## src/rtl/ifid_pkg.sv

```systemverilog
// Shared fetch/decode types.
//   fetch_entry_t : one queued fetch result (PC, instruction word, address-error flag)
//   NOP_INSTR     : word presented to decode for empty or faulting slots (SLL $0)
package ifid_pkg;

  typedef struct packed {
    logic [31:0] pc;
    logic [31:0] instr;
    logic        adel;
  } fetch_entry_t;

  localparam logic [31:0] NOP_INSTR = 32'h0000_0000;

  localparam int unsigned ENTRY_W = $bits(fetch_entry_t);

endpackage

```

## src/rtl/ibuf_ram.sv

```systemverilog
// Storage for the instruction buffer: DEPTH entries of fetch_entry_t.
// One synchronous write port, one asynchronous read port. Contents are not reset;
// the owner tracks which slots are valid.
//   clk_i   : clock
//   we_i    : write enable
//   waddr_i : write address
//   wdata_i : write data
//   raddr_i : read address
//   rdata_o : read data (combinational)
module ibuf_ram
  import ifid_pkg::*;
#(
  parameter int unsigned DEPTH  = 8,
  parameter int unsigned ADDR_W = $clog2(DEPTH)
) (
  input  logic              clk_i,
  input  logic              we_i,
  input  logic [ADDR_W-1:0] waddr_i,
  input  fetch_entry_t      wdata_i,
  input  logic [ADDR_W-1:0] raddr_i,
  output fetch_entry_t      rdata_o
);

  fetch_entry_t mem_q [DEPTH];

  always_ff @(posedge clk_i) begin
    if (we_i) begin
      mem_q[waddr_i] <= wdata_i;
    end
  end

  assign rdata_o = mem_q[raddr_i];

endmodule

```

## src/rtl/inst_buffer.sv

```systemverilog
// Fetch-to-decode instruction queue.
// Buffers I-cache responses in front of the decoder so fetch latency and decode stalls
// are decoupled. A flush discards everything queued (wrong-path fetches). Empty or
// faulting head slots present NOP_INSTR so decode stays benign.
//   clk, rst      : clock, synchronous active-high reset
//   flush         : empty the queue at the next edge; overrides push/pop
//   in_valid/in_ready, in_pc/in_instr/in_adel : fetch side
//   out_valid/out_ready, out_pc/out_instr/out_adel : decode side (head entry)
//   count         : occupancy, 0..DEPTH
module inst_buffer
  import ifid_pkg::*;
#(
  parameter  int unsigned DEPTH = 8,
  localparam int unsigned PTR_W = $clog2(DEPTH)
) (
  input  logic             clk,
  input  logic             rst,
  input  logic             flush,
  input  logic             in_valid,
  output logic             in_ready,
  input  logic [31:0]      in_pc,
  input  logic [31:0]      in_instr,
  input  logic             in_adel,
  output logic             out_valid,
  input  logic             out_ready,
  output logic [31:0]      out_pc,
  output logic [31:0]      out_instr,
  output logic             out_adel,
  output logic [PTR_W:0]   count
);

  localparam logic [PTR_W:0]   CntFull = (PTR_W + 1)'(DEPTH);
  localparam logic [PTR_W:0]   CntOne  = (PTR_W + 1)'(1);
  localparam logic [PTR_W-1:0] PtrOne  = PTR_W'(1);

  logic [PTR_W-1:0] rd_ptr_q, rd_ptr_d;
  logic [PTR_W-1:0] wr_ptr_q, wr_ptr_d;
  logic [PTR_W:0]   count_q,  count_d;

  logic         full;
  logic         empty;
  logic         push;
  logic         pop;
  fetch_entry_t wr_entry;
  fetch_entry_t head;

  // Full/empty come from the registered count only, so in_ready has no
  // combinational path from out_ready: a full queue refuses even if it pops.
  assign full  = (count_q == CntFull);
  assign empty = (count_q == '0);

  assign in_ready  = ~full;
  assign out_valid = ~empty;

  assign push = in_valid & in_ready  & ~flush;
  assign pop  = out_valid & out_ready & ~flush;

  assign wr_entry = '{pc: in_pc, instr: in_instr, adel: in_adel};

  ibuf_ram #(
    .DEPTH  (DEPTH),
    .ADDR_W (PTR_W)
  ) u_ram (
    .clk_i   (clk),
    .we_i    (push),
    .waddr_i (wr_ptr_q),
    .wdata_i (wr_entry),
    .raddr_i (rd_ptr_q),
    .rdata_o (head)
  );

  always_comb begin
    rd_ptr_d = rd_ptr_q;
    wr_ptr_d = wr_ptr_q;
    count_d  = count_q;
    if (flush) begin
      rd_ptr_d = '0;
      wr_ptr_d = '0;
      count_d  = '0;
    end else begin
      if (push) wr_ptr_d = wr_ptr_q + PtrOne;
      if (pop)  rd_ptr_d = rd_ptr_q + PtrOne;
      unique case ({push, pop})
        2'b10:   count_d = count_q + CntOne;
        2'b01:   count_d = count_q - CntOne;
        default: count_d = count_q;
      endcase
    end
  end

  // rst covers the rst+flush case too: both clear the same state.
  always_ff @(posedge clk) begin
    if (rst) begin
      rd_ptr_q <= '0;
      wr_ptr_q <= '0;
      count_q  <= '0;
    end else begin
      rd_ptr_q <= rd_ptr_d;
      wr_ptr_q <= wr_ptr_d;
      count_q  <= count_d;
    end
  end

  // Storage is unreset, so everything is gated by out_valid. A faulting entry keeps
  // its PC visible (for EPC/BadVAddr) but never hands its word to decode.
  always_comb begin
    out_pc    = '0;
    out_instr = NOP_INSTR;
    out_adel  = 1'b0;
    if (out_valid) begin
      out_pc   = head.pc;
      out_adel = head.adel;
      if (!head.adel) begin
        out_instr = head.instr;
      end
    end
  end

  assign count = count_q;

endmodule

```

## config.mk

```make
export PLATFORM = sky130hd
export DESIGN_NAME = inst_buffer
export DESIGN_NICKNAME = d
export VERILOG_FILES = /design/src/rtl/ifid_pkg.sv /design/src/rtl/ibuf_ram.sv /design/src/rtl/inst_buffer.sv
export SDC_FILE = /design/constraint.sdc
export NUM_CORES = 1
export LEC_CHECK = 0
export ABC_CLOCK_PERIOD_IN_PS = 7500
export CORE_ASPECT_RATIO = 1.1
export CORE_MARGIN = 4
export CORE_UTILIZATION = 53
export DETAILED_ROUTE_END_ITERATION = 10
export GPL_ROUTABILITY_DRIVEN = 0
export GPL_TIMING_DRIVEN = 0
export PLACE_DENSITY = 0.76
export RECOVER_POWER = 25
export SETUP_SLACK_MARGIN = 0.4
export SLEW_MARGIN = 5
export SYNTH_ARGS = -nofsm -noshare
export SYNTH_HDL_FRONTEND = slang
export SYNTH_SLANG_ARGS = --single-unit
```

## constraint.sdc

```tcl
create_clock -name clk -period 7.5 [get_ports clk]
set_clock_uncertainty 0.2 [all_clocks]
set_input_delay 2.25 -clock clk [delete_from_list [all_inputs] [get_ports clk]]
set_output_delay 2.25 -clock clk [all_outputs]
set_load 0.02 [all_outputs]
```

; Yosys cells after proc, flatten, opt, wreduce, memory -nomap -nowiden
; Memories as Yosys holds them, arrays and structs flattened. A register that Yosys moved wholly into a read port is not among the register bits.
; Index checks and enable logic that the tools add are counted.
[op_classes]
addsub = 4
n_mul = 0
div = 0
magnitude_cmp = 0
n_eq_ne = 3
shifts = 0
n_mux = 9
bitwise_logic = 7
n_reduce_logical = 3
[op_table]
columns = cell, n
row1 = $mux 32, 3
row2 = $pmux 4 s2, 1
row3 = $add 3x1->3 const B, 2
row4 = $mux 3, 2
row5 = $add 4x1->4 const B, 1
row6 = $and 1x1->1, 4
row7 = $eq 4x4->1 const B, 1
row8 = $logic_not 4->1, 1
row9 = $sub 4x1->4 const B, 1
row10 = $mux 1, 3
row11 = $not 1->1, 3
row12 = $eq 2x1->1 const B, 1
row13 = $eq 2x2->1 const B, 1
row14 = $reduce_bool 2->1, 1
row15 = $reduce_or 2->1, 1
[totals]
register_bits = 10
latchBits = 0
ramBits = 520
mem_bits_ro = 0
input_bits = 70
output_inout_bits = 71
wordCells = 30
mem_count = 1
[mem_list]
columns = name, depth, width, rd, rd_ports_with_merged_regs, write_ports, line_no
row1 = u_ram.mem_q, 8, 65, 1, 1, 1, ibuf_ram.sv:24  ; fetch_entry_t mem_q [DEPTH];

; Logic depth before layout (Yosys ltp)
; Gate-level depths: netlist of run 1.
[logic_depth]
ltp_word = 6
ltp_mapped = 12
mapped_depth_nobuf = 11

; By module
; A second synthesis of run 1 with hierarchy kept.
[unflattened]
cells_unflattened = 897
area_unflattened_um2 = 20563.5
[modules_own_cells]
columns = mod, instances, cells_per_inst, area_per_inst_um2, seq_area_each_um2
row1 = ibuf_ram, 1, 764, 19556.3, 15615.0
row2 = inst_buffer, 1, 133, 1007.2, 200.2

; Least setup slack after synthesis of run 1
; OpenSTA, ideal clock, no wires.
[synth_timing]
path_kind = in2reg
startpoint = in in_valid
endpoint = mem u_ram.mem_q[0][0] (netlist bit), enable pin
setup_time_ns = 0.568
t_arrival_ns = 7.059
path_slack_ns = -0.327
cell_stages = 3
cell_sequence = nand2_4 -> or3_4 -> nor3_1
[synth_via]
elab_chain_cells = 4
[synth_rtl]
columns = item, line_no
row1 = start: declaration, inst_buffer.sv:19  ; input logic in_valid,
row2 = $and 1x1->1 (2 in a row), inst_buffer.sv:55  ; assign push = in_valid & in_ready & ~flush;
row3 = $mux 1, ibuf_ram.sv:27  ; if (we_i) begin
row4 = $mux 1 (not written as such), ibuf_ram.sv:28  ; mem_q[waddr_i] <= wdata_i;
row5 = end: declaration, ibuf_ram.sv:24
; Every way passes these cells.

; Final worst setup path of run 1
[layout_timing]
startpoint = reg count_q[1] (netlist: count[1])
endpoint = out out_instr[29]
[layout_via]
elab_chain_cells = 2
[layout_rtl]
columns = item, line_no
row1 = start: declaration, inst_buffer.sv:38  ; logic [PTR_W:0] count_q, count_d;
row2 = start signal: assignment, inst_buffer.sv:100  ; count_q <= count_d;
row3 = $logic_not 4->1, inst_buffer.sv:50  ; assign empty = (count_q == '0);
row4 = $mux 32, inst_buffer.sv:110  ; if (out_valid) begin
row5 = end: declaration, inst_buffer.sv:27  ; output logic [31:0] out_instr,
; Every way passes these cells.

==> metrics.md, run 1 <==
| Metric | Value |
|---|---|
| Final setup fails | 0 |
| Via density | around 5.9 |
| Max stage delay on crit path | between 700 and 800 ps |
| CP required | slightly above 5000 ps |
| Top-Level Pins | 141 |
| Worst slew pin tran | around 1100 ps |
| Post-CTS resize count | 0 |
| Hold Crit Class | reg -> reg |
| RSZ-0062 raised after global routing | no |
| FMAX | 175.6 MHz |
| Hold Vio Cnt, Final | 0 |
| Outcome | finished, final reports clean |
| Initial DRC count | 803 |
| Setup TNS | 0 ps |
| Wire per inst | approximately 25 um |
| CP startpoint | count[1] |
| Fin crit share | ~76% |
| DP Area | between 20000 and 25000 sq um |
| Final core utilization | around 65% |
| Largest net degree at the start of global routing | 25 |
| Synth warnings | 0 |
| Total power | 5.967 mW |
| Area delta synth->final | 20.54% |
| Tot GR Track Use | between 20% and 30% |
| R2r endpoint | count[2] |
| Cell area after synthesis | 20490 sq um |
| Final net count | approximately 1200 |
| CTS buffer count | 52 |
| Post-synth EDFFs | 520 |
| PwrDens | between 200 and 250 nW/um^2 |
| Post-synthesis cell count | 947 |
| Reg area | ~16000 sq um |
| Htree depth | 2 |
| Hold-fix buffers, CTS | 0 |
| Die Wd | around 200 um |
| CP arrival | approximately 3200 ps |
| Dpl hpwl | between 20 and 30 mm |
| GR Overflow Total | 0 |
| Synth cell types | 33 |
| Die area | around 42000 sq um |
| Net Count, Synth | just over 1000 |
| Most common cell in the netlist | edfxtp_1 |
| Clock Tree Root | clkbuf_16 |
| Post-CTS setup buffers | 0 |
| Vias in the first global route | about 11000 |
| Final instance area | around 25000 sq um |
| Via count | between 10000 and 15000 |
| I/O Buffers | between 100 and 150 |
| Clock Latency Late Sink | around 560 ps |
| Clk sinks | about 530 |
| CP Class | reg -> out |
| Reg2Reg Setup Slack | around 4200 ps |
| First-pass GRT wire length | roughly 66 mm |
| Worst-path fanout max | 10 |
| Area of the multi-input gates | ~4300 sq um |
| Minimum clock period | approximately 5700 ps |
| CTS tree | yes |
| Cell breakdown of the critical path | buf_6 -> nor4_4 -> inv_2 -> nand2_2 -> buf_2 -> o22ai_1 -> clkdlybuf4s50_1 |
| Fraction of layout cells with a size suffix above 1 | a little under a quarter |
| Seq/Total Area, Yosys | between 70% and 80% |
| Core box area | about 38000 sq um |
| DRC viols | 0 |
| Deepest clock path buffer count | 3 |
| Mapped Avg Cell Area | between 20 and 25 sq um |
| Setup WS pre-CTS | 2221 ps |
| Final WS setup | 1807 ps |
| Starting Density | between 50% and 60% |
| Routed wire length | approximately 43 mm |
| Setup crit end kind | output pin |
| Predominant post-synthesis flop cell | edfxtp_1 |
| Worst path slowest cell | nor4_4 |
| Post-synth ARST share | 0% |
| Pleak | approximately 7.6 nW |
| Top cells by area, synth | edfxtp_1, mux4_2, mux2i_1 |
| # fillers | ~2500 |
| Peak VDD IR | between 0.15 and 0.2 mV |
| # rows | 75 |
| Pins Over Slew Limit | 0 |
| Synth top area share | about three quarters |
| Critical path startpoint category | flop |
| Max cap viols | 0 |
| Routed Antenna Nets | 0 |
| Die height | ~210 um |
| FF-to-FF path depth | 12 |
| Worst r2r src | count[1] |
| Clock Pin Slew Worst Setup and Hold Paths | ~60 ps |
| Worst rel slew slack | 29.46% |
| Pre-antenna DRT Iters | 5 |
| Antenna violations before repair | 5 |
| Post-synth top cells | edfxtp_1, mux4_2, nand2_1 |
| #FFs+latches synth | 533 |
| Dominant cell type by area after synthesis | edfxtp_1 |
| Worst Setup EP | out_instr[29] |
-- registers in the layout (all words and copies together), names as in the netlist, named ones only --
| register | count |
|---|---|
| count | 4 |
| u_ram.mem_q | 520 |
| rd_ptr_q | 3 |
| wr_ptr_q | 3 |
-- per-stage QoR --
stage | hold WS [ps] | cells
after floorplan | 254.1 | 947
after global placement | 275.6 | 1587
after detailed placement | 279.3 | 1611
after CTS | 325.0 | 1705
after global routing | 363.6 | 1705
final | 325.5 | 1706
-- power breakdown --
part           total, mW  switching (mW)  internal (mW)
logic              0.208           0.115         0.0931
clock network       2.46            1.06           1.40
registers           3.30         0.00677           3.29
total               5.97            1.18           4.79
-- how the worst min path moves through the flow --
stage	slack (ps)	cells after the start	start	to
5_1_grt	360	2	rd_ptr_q[1]	rd_ptr_q[1]
4_1_cts	330	2	rd_ptr_q[1]	rd_ptr_q[1]
3_3_place_gp	280	2	rd_ptr_q[1]	rd_ptr_q[1]
3_5_place_dp	280	2	rd_ptr_q[1]	rd_ptr_q[1]
2_1_floorplan	250	2	rd_ptr_q[1]	flop
6_report	330	2	rd_ptr_q[1]	flop
-- layout make-up --
class | count | area share, %
antenna | 1 | 0.01013
buffer | 53 | 1.358
clock buffer | 67 | 5.582
clock inverter | 27 | 0.9118
inverter | 1 | 0.01520
multi-input combinational | 360 | 17.59
sequential | 533 | 64.27
tap | 500 | 2.533
timing repair buffer | 164 | 7.730
-- cell usage in the layout (no fill, tap or decap), types with 3 or more instances in the layout --
cell,instances
mux4_2,128
a21oi_1,4
inv_6,3
mux2_2,4
nand3_1,4
clkinvlp_4,5
ha_1,5
clkbuf_16,53
buf_8,5
clkinv_2,5
clkbuf_1,19
bufinv_16,3
o22ai_1,32
buf_16,7
buf_2,34
dfxtp_1,13
nor2_1,42
buf_12,12
nor2_4,6
clkdlybuf4s50_1,98
buf_6,12
dlygate4sd3_1,42
mux2i_1,38
xor2_1,7
edfxtp_1,520
clkinv_1,10
nand2_1,70
-- worst max-delay path: cells and delay by family (launching register included) --
kind | cells | cell delay (ps)
AO/OA/AOI/OAI | 1 | 200
buffers and inverters | 4 | 1210
flip-flops | 1 | 320
AND/OR/NAND/NOR | 2 | 940
-- kinds of logic (layout without fill, tap and decap cells) --
group | Yosys count | in the layout | share of synthesized area, %
other cells | 0 | 1 | 0
xor+xnor | 7 | 7 | 0.2992
buf+inv | 54 | 312 | 1.655
mux | 170 | 170 | 16.14
fa+ha+maj | 5 | 5 | 0.3053
compound gates | 39 | 39 | 1.185
simple gates | 139 | 139 | 2.937
flops | 533 | 533 | 77.47
-- metal layers --
layer  up-vias  track usage (%)  wire (um)
met1      5232            28.96      17570
met4         6            4.609        682
met3        60            3.787       2831
met2       362            35.05      22270
met5         -                0         32
li1       4347                -          -
Note: power is estimated with default switching activity, not from simulation.
==> run 2: changes to the inputs <==
- ABC_CLOCK_PERIOD_IN_PS: 7500 -> 5300
- CORE_UTILIZATION: 53 -> 58
- PLACE_DENSITY: 0.76 -> 0.79
- clock period: 7.5 -> 5.3 ns (I/O delays scaled with it)
==> run 2 against run 1 <==
Worst hold slack improved by 9.8 ps. Non-clock buffer count increased by 4. First-iteration DRC count increased by 20%. Design area about the same. Power increased by 43%. Setup slack got worse by 1300 ps. Highest routed layer unchanged.
==> metrics.md, run 2 (synthesis gave the netlist of run 1 again) <==
| Metric | Value |
|---|---|
| Outcome | finished, final reports clean |
| FMAX | approximately 210 MHz |
| Setup crit end kind | output pin |
| Initial DRC count | 960 (+20%) |
| Reg2Reg Setup Slack | 2130 ps (-2080 ps) |
| CP arrival | 3010 ps (-230 ps) |
| Deepest clock path buffer count | 3 (unchanged) |
| Via count | 10090 (+0.86%) |
| CP required | 3510 ps (-1540 ps) |
| CP Class | reg -> out |
| Largest register FFs | 520 (unchanged) |
| Die Wd | 187.2 um (-4.2%) |
| Via density | 6.136 (+4.6%) |
| Final WS setup | 501.3 ps (-1305 ps) |
| Clk sinks | 533 (unchanged) |
| Htree depth | 2 (unchanged) |
| Minimum clock period | 4799 ps |
| CTS buffer count | 50 (-3.8%) |
| DRC viols | 0 (unchanged) |
| Tot GR Track Use | 22.38% (+1.6 points) |
| Dpl hpwl | 26.88 mm (-1.9%) |
| Fraction of layout cells with a size suffix above 1 | 24.90% (+0.91 points) |
| Area delta synth->final | 20.61% (about the same) |
| Final core utilization | 71.52% (+6.8 points) |
| Max layer used | met5 |
| Pins Over Slew Limit | 0 (unchanged) |
| Pleak | 7.708 nW (+0.85%) |
| Wire length on met2 | 21.96 mm (-1.4%) |
| R2r endpoint | u_ram.mem_q[1][40] |
| Pre-antenna DRT Iters | 5 (unchanged) |
| Routed wire length | 42.90 mm (-1.1%) |
| Die height | 205.1 um (-4.2%) |
| Most common cell after layout, fill and taps aside | edfxtp_1 |
| Final net count | 1242 (+0.16%) |
| Clock Pin Slew Worst Setup and Hold Paths | 60 ps (about the same) |
| Clock Tree Root | clkbuf_16 |
| Worst r2r src | count[0] |
| First-pass GRT wire length | 64.44 mm (-2.9%) |
| Reg with most FFs | u_ram.mem_q |
| FF-to-FF path depth | 7 (-5) |
| Worst-path fanout max | 10 (unchanged) |
| # rows | 71 (-5.3%) |
| PwrDens | 346.0 nW/um^2 (+43%) |
| Final setup fails | 0 (unchanged) |
| Metal3 WL | 2.749 mm (-2.9%) |
| Routed Antenna Nets | 0 (unchanged) |
| Antenna violations before repair | 7 (+2) |
| Critical path startpoint category | flop |
| Max cap viols | 0 (unchanged) |
| RSZ-0062 raised after global routing | yes |
| Clock Latency Late Sink | 540 ps (-20 ps) |
| CTS tree | yes |
| Hold-fix buffers, CTS | 0 (unchanged) |
| Peak VDD IR | 0.3979 mV (+110%) |
| Setup WS pre-CTS | 717.6 ps (-1503 ps) |
| Hold Vio Cnt, Final | 0 (unchanged) |
| Top-Level Pins | 141 (unchanged) |
| Total power | 8.550 mW (+43%) |
| Largest net degree at the start of global routing | 25 (unchanged) |
| Die area | 38400 sq um (-8.3%) |
| Worst slew pin tran | 874.4 ps (-180.3 ps) |
| Starting Density | 59.30% (+5.6 points) |
| Worst rel slew slack | 41.57% (+12 points) |
| Fin crit share | 90.54% |
| GR Overflow Total | 0 (unchanged) |
| # fillers | 2009 (-21%) |
| Worst Setup EP | out_instr[26] |
| Commonest non-fill, non-tap cells in the layout | edfxtp_1, mux4_2, clkdlybuf4s50_1, nand2_1, clkbuf_16 |
| Core box area | 34560 sq um (-9.5%) |
| Hold Crit Class | reg -> reg |
| Metal-1 WL | 17.09 mm (-2.7%) |
| I/O Buffers | 140 (unchanged) |
| Wire per inst | 26.08 um (+2.6%) |
| Vias in the first global route | 10490 (-2.3%) |
## run 2: cell count changes in the layout (fill, tap and decap cells not counted), sizes merged
cell	previous run	this run
buf	72	74
bufinv	3	7
clkbuf	72	65
clkdlybuf4s50	98	102
clkinv	16	19
clkinvlp	5	3
diode	1	2
dlygate4sd3	42	38
## run 2: stage by stage
stage	TNS, ps	instance area (sq um)	hold WS, ps	instances
after global placement	-968610	22470	276.5	1525
final	0	24710	335.2	1645
after floorplan	-13890	20520	254.1	947
after CTS	0	24700	341.3	1643
after global routing	0	24710	361.5	1644
after detailed placement	0	23010	329.7	1549
## run 2: worst max-delay path, cell delays in order, from the launching register on
cell and delay [ps]:
dfxtp_1 300, buf_2 180, buf_2 320, clkbuf_4 340, mux4_2 230, nand2_1 50
o22ai_1 340, clkdlybuf4s50_1 700
## run 2: final cells by class
cell class | instances | area [sq um] | area share, %
repair buffers | 168 | 1944 | 7.868
multi-input cells | 360 | 4344 | 17.58
clock inverters | 32 | 350.3 | 1.418
inverters | 1 | 3.754 | 0.01519
flip-flops and latches | 533 | 15880 | 64.24
well taps | 438 | 548.0 | 2.217
plain buffers | 53 | 340.3 | 1.377
clock buffers | 58 | 1303 | 5.270
diodes | 2 | 5.005 | 0.02025
## run 2: repair_timing
item / 4_1_cts / 5_1_grt
setup buffers: 4 / 0
pin swaps: 1 / 0
gates resized for setup: 0 / 2
endpoints found under the setup margin: 35 / 6
## run 2: report_power, final
| group | internal [mW] | leakage (nW) | switching, mW |
|---|---|---|---|
| registers | 4.66 | 4.80 | 0.0100 |
| clock network | 2.10 | 0.810 | 1.48 |
| logic | 0.133 | 2.10 | 0.162 |
## run 2: how the worst min path moves through the flow
stage	startpoint	to	cells past startpoint
final	rd_ptr_q[1]	flop	2
after floorplan	rd_ptr_q[1]	flop	2
after CTS	rd_ptr_q[1]	flop	2
after detailed placement	rd_ptr_q[0]	rd_ptr_q[0]	2
after global routing	rd_ptr_q[1]	flop	2
after global placement	rd_ptr_q[1]	rd_ptr_q[1]	2
## run 2: per-layer routing
| layer | vias up | GRT usage [%] |
|---|---|---|
| met5 | - | 0 |
| li1 | 4352 | - |
| met2 | 392 | 38.25 |
| met4 | 10 | 6.022 |
| met3 | 81 | 4.175 |
| met1 | 5258 | 30.31 |
